===== src/rtl/alu_pkg.sv =====
`default_nettype none
// ============================================================================
// Module   : alu_pkg
// Brief    : Shared width constant and opcode encoding for the adder issue stage.
// Revision : 1.0
// ============================================================================
package alu_pkg;

    localparam int unsigned c_ALU_WIDTH = 32;

    typedef enum logic [1:0] {
        OP_ADD = 2'b00,
        OP_ADC = 2'b01,
        OP_SUB = 2'b10,
        OP_SBC = 2'b11
    } alu_op_t;

endpackage
`default_nettype wire


===== src/rtl/alu_flag_calc.sv =====
`default_nettype none
// ============================================================================
// Module   : alu_flag_calc
// Brief    : Combinational zero/negative/signed-overflow flags from a sum and
//            the MSBs of the two adder operands.
// Revision : 1.0
// ============================================================================
module alu_flag_calc #(
    parameter int unsigned WIDTH = 32
) (
    input  logic [WIDTH-1:0] i_result,
    input  logic             i_a_msb,
    input  logic             i_b_msb,
    output logic             o_zero,
    output logic             o_neg,
    output logic             o_ovf
);

    assign o_zero = (i_result == '0);
    assign o_neg  = i_result[WIDTH-1];
    // Operands already carry the SUB inversion, so one rule covers all ops.
    assign o_ovf  = (i_a_msb == i_b_msb) && (i_result[WIDTH-1] != i_a_msb);

endmodule
`default_nettype wire


===== src/rtl/adder_issue_stage.sv =====
`default_nettype none
// ============================================================================
// Module   : adder_issue_stage
// Brief    : Two-stage issue/retire wrapper around an external adder with an
//            architectural carry flag. ALU_FLAGS_EN enables ovf/zero/neg.
// Revision : 1.0
// ============================================================================
module adder_issue_stage
    import alu_pkg::*;
#(
    parameter int unsigned WIDTH = c_ALU_WIDTH
) (
    input  logic             clk,
    input  logic             rst_n,
    input  logic             in_valid,
    output logic             in_ready,
    input  logic [1:0]       in_op,
    input  logic [WIDTH-1:0] in_a,
    input  logic [WIDTH-1:0] in_b,
    output logic [WIDTH-1:0] adder_in0,
    output logic [WIDTH-1:0] adder_in1,
    output logic             carry_in,
    input  logic [WIDTH-1:0] adder_out,
    input  logic             carry_out,
    output logic             out_valid,
    input  logic             out_ready,
    output logic [WIDTH-1:0] out_result,
    output logic             out_carry,
    output logic             out_ovf,
    output logic             out_zero,
    output logic             out_neg
);

    logic             r_s1_valid;
    logic             r_s2_valid;
    logic             r_cflag;
    logic             r_carry;
    logic [WIDTH-1:0] r_a;
    logic [WIDTH-1:0] r_b;
    logic [WIDTH-1:0] r_result;
    alu_op_t          r_op;

    logic             w_s2_adv;
    logic             w_in_accept;
    logic             w_op_sub;

    assign w_s2_adv    = r_s1_valid && (!r_s2_valid || out_ready);
    assign in_ready    = !r_s1_valid || w_s2_adv;
    assign w_in_accept = in_valid && in_ready;

    assign w_op_sub  = (r_op == OP_SUB) || (r_op == OP_SBC);
    assign adder_in0 = r_a;
    assign adder_in1 = w_op_sub ? ~r_b : r_b;

    // SBC uses C=1 as "no borrow", so both chained ops pass cflag straight in.
    always_comb begin
        carry_in = 1'b0;
        case (r_op)
            OP_ADD:  carry_in = 1'b0;
            OP_ADC:  carry_in = r_cflag;
            OP_SUB:  carry_in = 1'b1;
            OP_SBC:  carry_in = r_cflag;
            default: carry_in = 1'b0;
        endcase
    end

    always_ff @(posedge clk or negedge rst_n) begin
        if (!rst_n) begin
            r_s1_valid <= 1'b0;
            r_a        <= '0;
            r_b        <= '0;
            r_op       <= OP_ADD;
        end else begin
            if (in_ready) begin
                r_s1_valid <= in_valid;
            end
            if (w_in_accept) begin
                r_a  <= in_a;
                r_b  <= in_b;
                r_op <= alu_op_t'(in_op);
            end
        end
    end

    // cflag moves with the op leaving stage 1, so a following ADC/SBC sees it next cycle.
    always_ff @(posedge clk or negedge rst_n) begin
        if (!rst_n) begin
            r_s2_valid <= 1'b0;
            r_result   <= '0;
            r_carry    <= 1'b0;
            r_cflag    <= 1'b0;
        end else begin
            if (!r_s2_valid || out_ready) begin
                r_s2_valid <= r_s1_valid;
            end
            if (w_s2_adv) begin
                r_result <= adder_out;
                r_carry  <= carry_out;
                r_cflag  <= carry_out;
            end
        end
    end

    assign out_valid  = r_s2_valid;
    assign out_result = r_result;
    assign out_carry  = r_carry;

`ifdef ALU_FLAGS_EN
    logic w_zero;
    logic w_neg;
    logic w_ovf;
    logic r_zero;
    logic r_neg;
    logic r_ovf;

    alu_flag_calc #(
        .WIDTH (WIDTH)
    ) u_flag_calc (
        .i_result (adder_out),
        .i_a_msb  (adder_in0[WIDTH-1]),
        .i_b_msb  (adder_in1[WIDTH-1]),
        .o_zero   (w_zero),
        .o_neg    (w_neg),
        .o_ovf    (w_ovf)
    );

    always_ff @(posedge clk or negedge rst_n) begin
        if (!rst_n) begin
            r_zero <= 1'b0;
            r_neg  <= 1'b0;
            r_ovf  <= 1'b0;
        end else if (w_s2_adv) begin
            r_zero <= w_zero;
            r_neg  <= w_neg;
            r_ovf  <= w_ovf;
        end
    end

    assign out_zero = r_zero;
    assign out_neg  = r_neg;
    assign out_ovf  = r_ovf;
`else
    assign out_zero = 1'b0;
    assign out_neg  = 1'b0;
    assign out_ovf  = 1'b0;
`endif

endmodule
`default_nettype wire

===== config.mk =====
export PLATFORM = sky130hd
export DESIGN_NAME = adder_issue_stage
export DESIGN_NICKNAME = d
export VERILOG_FILES = /design/src/rtl/alu_pkg.sv /design/src/rtl/alu_flag_calc.sv /design/src/rtl/adder_issue_stage.sv
export SDC_FILE = /design/constraint.sdc
export NUM_CORES = 1
export LEC_CHECK = 0
export CAP_MARGIN = 30
export CORE_ASPECT_RATIO = 1.75
export CORE_UTILIZATION = 35
export CTS_CLUSTER_DIAMETER = 60
export DETAILED_ROUTE_END_ITERATION = 10
export GPL_TIMING_DRIVEN = 0
export PLACE_DENSITY = 0.75
export SLEW_MARGIN = 10
export SYNTH_ARGS = -nofsm -noshare
export SYNTH_HDL_FRONTEND = slang
export SYNTH_HIERARCHICAL = 1
export SYNTH_SLANG_ARGS = --single-unit

===== constraint.sdc =====
create_clock -name clk -period 1.9 [get_ports clk]
set_clock_uncertainty 0.05 [all_clocks]
set_input_delay 0.38 -clock clk [delete_from_list [all_inputs] [get_ports clk]]
set_output_delay 0.38 -clock clk [all_outputs]
set_load 0.005 [all_outputs]

Word-level counts from Yosys, hierarchy flattened. Cells that the tools add are included.

Add/subtract/negate cells: 0. Multiply operators: 0. Div/mod/pow operators: 0. $lt $le $gt $ge: 0. Eq/ne operators: 3. Shift-type cells: 0. Multiplexer cells: 2. Bitwise operators: 1. Reductions and logical operators: 9.

Operators by type and width (count): $mux W32 (1); $not A32 Y32 (1); $eq A2 B2 Y1 const B (2); $logic_or A1 B1 Y1 (3); $pmux W1 S3 (1); $eq A2 B1 Y1 const B (1); $logic_and A1 B1 Y1 (2); $logic_not A1 Y1 (2); $logic_not A2 Y1 (1); $reduce_or A2 Y1 (1).

Register bits after elaboration: 101. Latch bits: 0. Bits in writable memories: 0. ROM bits: 0. Input bits: 103. Logic and storage cells: 22. Memories: 0.

Longest topological paths before layout. Gate-level depths: netlist of run 1.

Depth in word-level cells: 5. Gate-level depth with buffers: 5. Depth with buffers taken out: 3.

Worst setup path before layout of run 1. Ideal clock, no wire load.

Path kind: input port to flip-flop. Start point: input port out_ready. End point: register r_a[0] (netlist: adder_in0[0]). Arrival time: 1.201 ns. Slack: 0.524 ns. Stages: 5. Buffers on the path: 2. Cell sequence: nand3b_4 > nand2_4 > buf_12 > buf_12 > mux2_4.

Cells in the longest elaborated chain, start to end: 4.

RTL lines: start: declaration (RTL line adder_issue_stage.sv:26) `input logic out_ready,`; $logic_or A1 B1 Y1 (RTL line adder_issue_stage.sv:47) `assign w_s2_adv = r_s1_valid && (!r_s2_valid || out_ready);`; $logic_and A1 B1 Y1 (RTL line adder_issue_stage.sv:47); $logic_or A1 B1 Y1 (RTL line adder_issue_stage.sv:48) `assign in_ready = !r_s1_valid || w_s2_adv;`; $logic_and A1 B1 Y1 (RTL line adder_issue_stage.sv:49) `assign w_in_accept = in_valid && in_ready;`; end signal: assignment (RTL line adder_issue_stage.sv:78) `r_a <= in_a;`; end: declaration (RTL line adder_issue_stage.sv:38) `logic [WIDTH-1:0] r_a;`.

No other way between the ends. A chain may end at the register's enable or synchronous reset.

Worst setup path in the final report of run 1.
Start point: register r_op[1]. End point: output port adder_in1[3].

Cells in the longest elaborated chain, start to end: 3. Elaborated cells between the ends (all ways): 4. Classes of those cells: eq/ne (2); mux (1); reduce/logical (1).

RTL lines: start: declaration (RTL line adder_issue_stage.sv:41) `alu_op_t r_op;`; start signal: assignment (RTL line adder_issue_stage.sv:80) `r_op <= alu_op_t'(in_op);`; $eq A2 B2 Y1 (RTL line adder_issue_stage.sv:51) `assign w_op_sub = (r_op == OP_SUB) || (r_op == OP_SBC);`; $logic_or A1 B1 Y1 * (RTL line adder_issue_stage.sv:51); $mux W32 * (RTL line adder_issue_stage.sv:53) `assign adder_in1 = w_op_sub ? ~r_b : r_b;`; end: declaration (RTL line adder_issue_stage.sv:21) `output logic [WIDTH-1:0] adder_in1,`.

Every way passes the cells marked *; elsewhere a longest branch is shown, timed or not.

==> impl_metrics.csv, run 1 <==
group,metric,value,unit
clock_network,cts.htree.levels,3,
placement,dp.cells,627,
synth,ys_warn_count,6,
sta,tightest_slew,0.549,ns
drt,finalWirelength,10.5,mm
pwr,power.total,6.46,mW
pwr,netSwitchingFraction,24.7,%
drt,routedWlPerCell,16.2,um
final_layout,diodes,0,
global_routing,gr-total-overflow,0,
pwr,power.density,933,nW/um^2
placement,dp_hpwl,7.96,mm
worst_hold_path,hold_class,"register to register",
clock_network,cts_tree,"done",
sta,fin_ws,0.0448,ns
final_layout,final_cells,645,
setup_path,crit_path_top_delay_cell,"dfrtp_1",
floorplan,core,12000,um^2
placement,gpl.final_weighted_congestion,0.728,
synth,yosysUniqueCellTypes,12,
final_layout,multi_input_area,1630,um^2
final_layout,fillers,983,
synth,syn_area,4320,um^2
synth,synth.top_cell.area_share,58.4,%
sta,rsz0062_at_grt,"true",
floorplan,ios,206,
floorplan,die-width,86.0,um
placement,io_buffer_count,202,
synth,synthCells,257,
sta,max_freq,539,MHz
pwr,p_clk_share,29.3,%
global_routing,grt_pass1_wl,16.4,mm
sta,setup_viol,0,
pwr,p_int,4.87,mW
sta,max-slew-margin-rel,63.4,%
global_routing,grt_max_degree,63,
final_layout,area_growth,60.1,%
final_layout,fin_util,57.7,%
flow_run,maxCapViolCount,0,
setup_path,critPathKind,"register to output pin",
synth,yosysTopAreaCell,"dfrtp_1",
floorplan,die_y,149,um
pwr,p_switching,1.60,mW
global_routing,grt_use_total,16.7,%
clock_network,clock_path_buffers,2,
final_layout,regArea,2530,um^2
floorplan,die_area,12800,um^2
setup_path,cp.arrival,1.43,ns
setup_path,critical_path.max_stage_delay,0.37,ns
sta,hold_viol,0,
final_layout,finalNetCount,579,
drt,via_per_inst,4.40,
floorplan,initial_utilization,36.0,%
setup_path,cp.required,1.47,ns
global_routing,grt_pass1_vias,3230,
clock_network,clock_latency,0.33,ns
drt,drtIter0Drc,38,
synth,synth_area_per_cell,16.8,um^2
drt,ant_nets,0,
pwr,p_leak,3.06,nW
global_routing,antenna_found_initial,0,
sta,slew_violations,0,
drt,first_pass_iters,3,
synth,ys_seq_elements,101,
clock_network,cts_inserted_buffers,9,
setup_path,crit_path_start_kind,"register",
clock_network,root_buffer,"clkbuf_16",
clock_network,cts.sinks,101,
setup_path,path_cells,"buf_6 -> buf_12 -> xor2_1 -> dlygate4sd2_1",
setup_path,worstSetupEndpointType,"output pin",
final_layout,drive_gt1_share,30.4,%
outcome,outcome,"finished clean",
pwr,combPwrFrac,29.4,%
clock_network,clk_pin_slew,0.06,ns
synth,synth.area.top_cells,"dfrtp_1 (58%), mux2_2 (16%), mux2_4 (14%), xor2_1 (6.5%), buf_12 (2.3%)",
pwr,ir_worst_vdd,0.000490,V
placement,dp_slack,-0.0842,ns
sta,fin_crit,1.86,ns
drt,drc_errors,0,
setup_path,crit_path_max_fanout,10,
synth,yosysSeqAreaShare,58.4,%
sta,holdWs,0.453,ns
floorplan,row_count,53,
pwr,pwr-share-seq,41.4,%
drt,via_count,2837,
sta,period_share,97.6,%
## Yosys cell counts
cell / instances
nand2b_1: 3
conb_1: 1
dfrtp_1: 101
mux2_2: 60
nand2_4: 1
buf_12: 5
nand2_2: 1
nand3b_4: 1
xor2_1: 32
buf_2: 4
mux2_4: 40
buf_4: 8
## what timing repair did
action                                 in CTS  in global routing
hold buffers                                1                  0
gates resized for setup                    44                 28
setup endpoints to repair                  34                 30
buffers inserted                            0                  2
endpoints found under the hold margin      20                  0
## flip-flops by register name, summed over array words and instances (netlist names)
name / flops
adder_in0: 32
out_result: 32
out_valid: 1
r_b: 32
r_cflag: 1
r_op: 2
r_s1_valid: 1
## power by group through the flow
stage	clock network, mW	registers (mW)	logic, mW
floorplan	0	2.70	0.742
global placement	0	2.69	1.98
detailed placement	0	2.71	2.01
CTS	1.96	2.67	1.90
global route	2.05	2.71	2.03
finish	1.89	2.67	1.90
## path summary, 6_finish.rpt
path                                startpoint             end  slack [ns]  depth (start not counted)
worst max-delay path                   r_op[1]    adder_in1[3]        0.04                          4
worst min-delay path            out_result[13]  out_result[13]        0.45                          1
worst max register to register      r_s1_valid         r_b[25]        0.48                          5
worst min register to register  out_result[13]  out_result[13]        0.45                          1
max in group asynchronous                rst_n    adder_in0[8]        0.58                          3
min in group asynchronous                rst_n          r_b[6]        0.52                          2
## cell families (layout without fill, tap and decap cells)
| logic type | after synthesis | in the layout | synth area share [%] |
|---|---|---|---|
| multiplexers | 100 | 100 | 29.5 |
| other | 1 | 3 | 0.0867 |
| flip-flops | 101 | 101 | 58.4 |
| AND/OR/NAND/NOR | 6 | 6 | 1.30 |
| buffers and inverters | 17 | 238 | 4.17 |
| XOR/XNOR | 32 | 32 | 6.48 |
## cell type report
class | count | area share (%)
buffer | 17 | 3.27
clock buffer | 11 | 3.65
clock inverter | 4 | 0.813
multi-input combinational | 141 | 23.6
sequential | 101 | 36.5
tap | 165 | 2.98
timing repair buffer | 206 | 29.2
## routing by layer
metal	global-route usage (%)	share of wire [%]	vias to the layer above
met5	0	0	-
met4	7.17	2.8	0
met3	4.21	5.7	18
met2	30.1	56	113
met1	18.3	36	1407
li1	-	-	1299
## placed cells by master (no fill, tap or decap), types with 2 or more instances in the layout
master           netlist  routed
buf_12                 5       7
buf_4                  8      11
clkbuf_16              0       9
clkbuf_2               0       6
clkbuf_8               0       2
clkdlybuf4s15_1        0      12
clkdlybuf4s50_1        0     167
clkinv_4               0       2
conb_1                 1       3
dfrtp_1              101     101
dlygate4sd2_1          0      16
mux2_2                60      60
mux2_4                40      40
nand2b_1               3       3
xor2_1                32      31
## critical path: cells and delay by family, from the launching register on
kind	cells	cell delay, ns
buf+inv	3	0.57
flops	1	0.37
xor+xnor	1	0.15
## through the flow
stage	TNS (ns)	area (um^2)
final	0	6920
after global routing	-0.110	6920
after CTS	0	6890
after detailed placement	-1.58	6590
after global placement	-336.65	6560
after floorplan	0	4330
Power figures use the tool's default switching activity.
==> inputs of run 2 (changes only) <==
GPL_ROUTABILITY_DRIVEN = 1   (was unset)
==> results of run 2 <==
Final layout, timing and power as in run 1 (identical DEF).
==> inputs of run 3 (changes only) <==
ABC_AREA = 1   (was unset)
==> run 3 against run 2 <==
- via count is 42% higher
- design area is 0.51% higher
- clock-buffer cell count is 1 higher
- first-iteration DRC count grew to 3.9 times the previous value
- global-route usage is 2.6 points higher
- largest cell class unchanged
==> impl_metrics.csv, run 3 <==
group,metric,value,unit
outcome,outcome,"finished clean",
setup_path,path_delay_family,"buffers and inverters",
setup_path,crit_path_top_delay_cell,"dfrtp_1",
clock_network,cts_inserted_buffers,9,
clock_network,cts_tree,"done",
floorplan,row_count,53,
global_routing,antenna_found_initial,0,
synth,synthTopCellsByCount,"nand2_1 (203), dfrtp_1 (101), nand3_1 (99)",
final_layout,drive_gt1_share,8.26,%
sta,period_share,97.5,%
floorplan,die_area,12800,um^2
synth,yosysSeqAreaShare,58.4,%
clock_network,clk_pin_slew,0.07,ns
synth,syn_area,4330,um^2
drt,first_pass_iters,4,
final_layout,final_cell_mix,"nand2_1 (203), clkdlybuf4s50_1 (167), dfrtp_1 (101)",
synth,yosysUniqueCellTypes,13,
drt,routedWlPerCell,14.0,um
setup_path,crit_path_start_kind,"register",
pwr,p_leak,3.42,nW
floorplan,initial_utilization,36.1,%
sta,fin_ws,0.0468,ns
synth,synth_edf_count,0,
setup_path,path_buf_inv,3,
synth,synthCells,479,
sta,fin_crit,1.85,ns
synth,synth.area.top_cells,"dfrtp_1 (58%), nand2_1 (18%), nand3_1 (11%), xor2_1 (6.5%), buf_2 (1.9%)",
global_routing,grtUsageMet1,20.8,%
clock_network,clock_path_buffers,2,
clock_network,clock_latency,0.33,ns
setup_path,crit_path_end,"adder_in1[19]",
global_routing,grt_pass1_wl,19.5,mm
final_layout,diodes,0,
setup_path,worstSetupEndpointType,"output pin",
sta,hold_viol,0,
sta,rsz0062_at_grt,"true",
flow_run,maxCapViolCount,0,
synth,ys_warn_count,6,
pwr,power.density,979,nW/um^2
clock_network,cts.sinks,101,
setup_path,rr_worst_depth,7,
drt,drc_errors,0,
drt,ant_nets,0,
setup_path,critPathKind,"register to output pin",
global_routing,grt_pass1_vias,4116,
final_layout,final_common_cell,"nand2_1",
clock_network,hold_buffers,0,
setup_path,critical_path.max_stage_delay,0.39,ns
placement,dp_slack,-0.410,ns
drt,via_count,4019,
sta,max_freq,540,MHz
synth,yosysMostFrequentCell,"nand2_1",
pwr,ir_worst_vdd,0.000688,V
drt,finalWirelength,12.1,mm
final_layout,finalNetCount,800,
global_routing,gr-total-overflow,0,
floorplan,die_y,149,um
worst_hold_path,hold_class,"input pin to asynchronous set/reset pin",
synth,ys_seq_elements,101,
final_layout,final_cell_area,6960,um^2
placement,dp_hpwl,9.28,mm
synth,synthArstFlopShare,100,%
synth,synth_area_per_cell,9.04,um^2
placement,gpl.final_weighted_congestion,0.810,
sta,tightest_slew,0.780,ns
setup_path,cp.arrival,1.42,ns
drt,drtIter0Drc,150,
placement,place_area,6580,um^2
final_layout,area_growth,60.8,%
floorplan,die-width,86.1,um
sta,slew_violations,0,
global_routing,grt_use_total,19.3,%
setup_path,path_depth,4,
global_routing,met3_usage,3.60,%
placement,io_buffer_count,202,
sta,fin_tns_setup,0,ns
setup_path,rr_startpoint,"r_s1_valid",
setup_path,crit_path_max_fanout,10,
global_routing,grt_max_degree,62,
setup_path,rr_endpoint,"r_b[29]",
floorplan,core,12000,um^2
synth,synth.top_cell.area_share,58.4,%
setup_path,path_cells,"buf_6 -> buf_8 -> xor2_1 -> dlygate4sd2_1",
sta,setup_viol,0,
final_layout,fin_util,58.0,%
final_layout,fillers,1054,
global_routing,top_usage_layer,"met2",
global_routing,grt_use_met2,36.5,%
sta,max-slew-margin-rel,48.0,%
synth,synth-main-ff-cell,"dfrtp_1",
clock_network,root_buffer,"clkbuf_16",
synth,yosysTopAreaCell,"dfrtp_1",
setup_path,cp-startpoint,"r_op[1]",
clock_network,cts.htree.levels,3,
setup_path,cp.required,1.47,ns
floorplan,ios,206,
setup_path,r2r_setup_slack,0.38,ns
drt,via_per_inst,4.64,
## run 3: stage by stage
step | total power [mW] | hold WS (ns) | instances
global placement | 4.99 | 0.403 | 848
detailed placement | 5.05 | 0.408 | 849
floorplan | 3.57 | 0.0344 | 481
finish | 6.81 | 0.0671 | 867
CTS | 6.85 | 0.0983 | 865
global route | 7.19 | 0.137 | 867
## run 3: how the worst min path moves through the flow
stage                         startpoint              to  cells after the start
after CTS                          rst_n          r_b[8]                      1
after global routing               rst_n          r_b[8]                      1
after floorplan                    rst_n    adder_in0[0]                      0
after global placement     adder_in0[21]   adder_in0[21]                      2
after detailed placement  out_result[10]  out_result[10]                      2
final                              rst_n          r_b[8]                      1
## run 3: power by group
part	internal, mW	switching (mW)
Combinational	1.24	0.896
Sequential	2.54	0.243
Clock	1.10	0.783
## run 3: final cells by class
type                       instances  area (um^2)  area share [%]
sequential                       101         2530            36.3
timing repair buffer             206         2030            29.2
multi-input combinational        340         1610            23.1
buffer                            37          267            3.83
clock buffer                      12          256            3.69
tap                              165          206            2.97
clock inverter                     4         55.1           0.791
inverter                           2         7.51           0.108
## run 3: what timing repair did
action,4_1_cts,5_1_grt
setup endpoints to repair,34,29
hold endpoints to repair,0,0
buffers inserted,1,2
resized for setup,48,26
gates cloned,0,0
## run 3: cell families after synthesis
| kind of cell | after synthesis | synth area share, % |
|---|---|---|
| AO/OA/AOI/OAI | 1 | 0.116 |
| XOR/XNOR | 32 | 6.48 |
| buffers and inverters | 40 | 5.49 |
| flip-flops | 101 | 58.4 |
| other | 1 | 0.0866 |
| AND/OR/NAND/NOR | 304 | 29.4 |
## run 3: per-layer routing
layer  part of all wire, %  wire [um]  up-vias
li1                      -          -     1934
met1                    38       4610     1905
met2                    54       6560      157
met3                   4.9        592       23
met4                   2.8        338        0
met5                     0          0        -
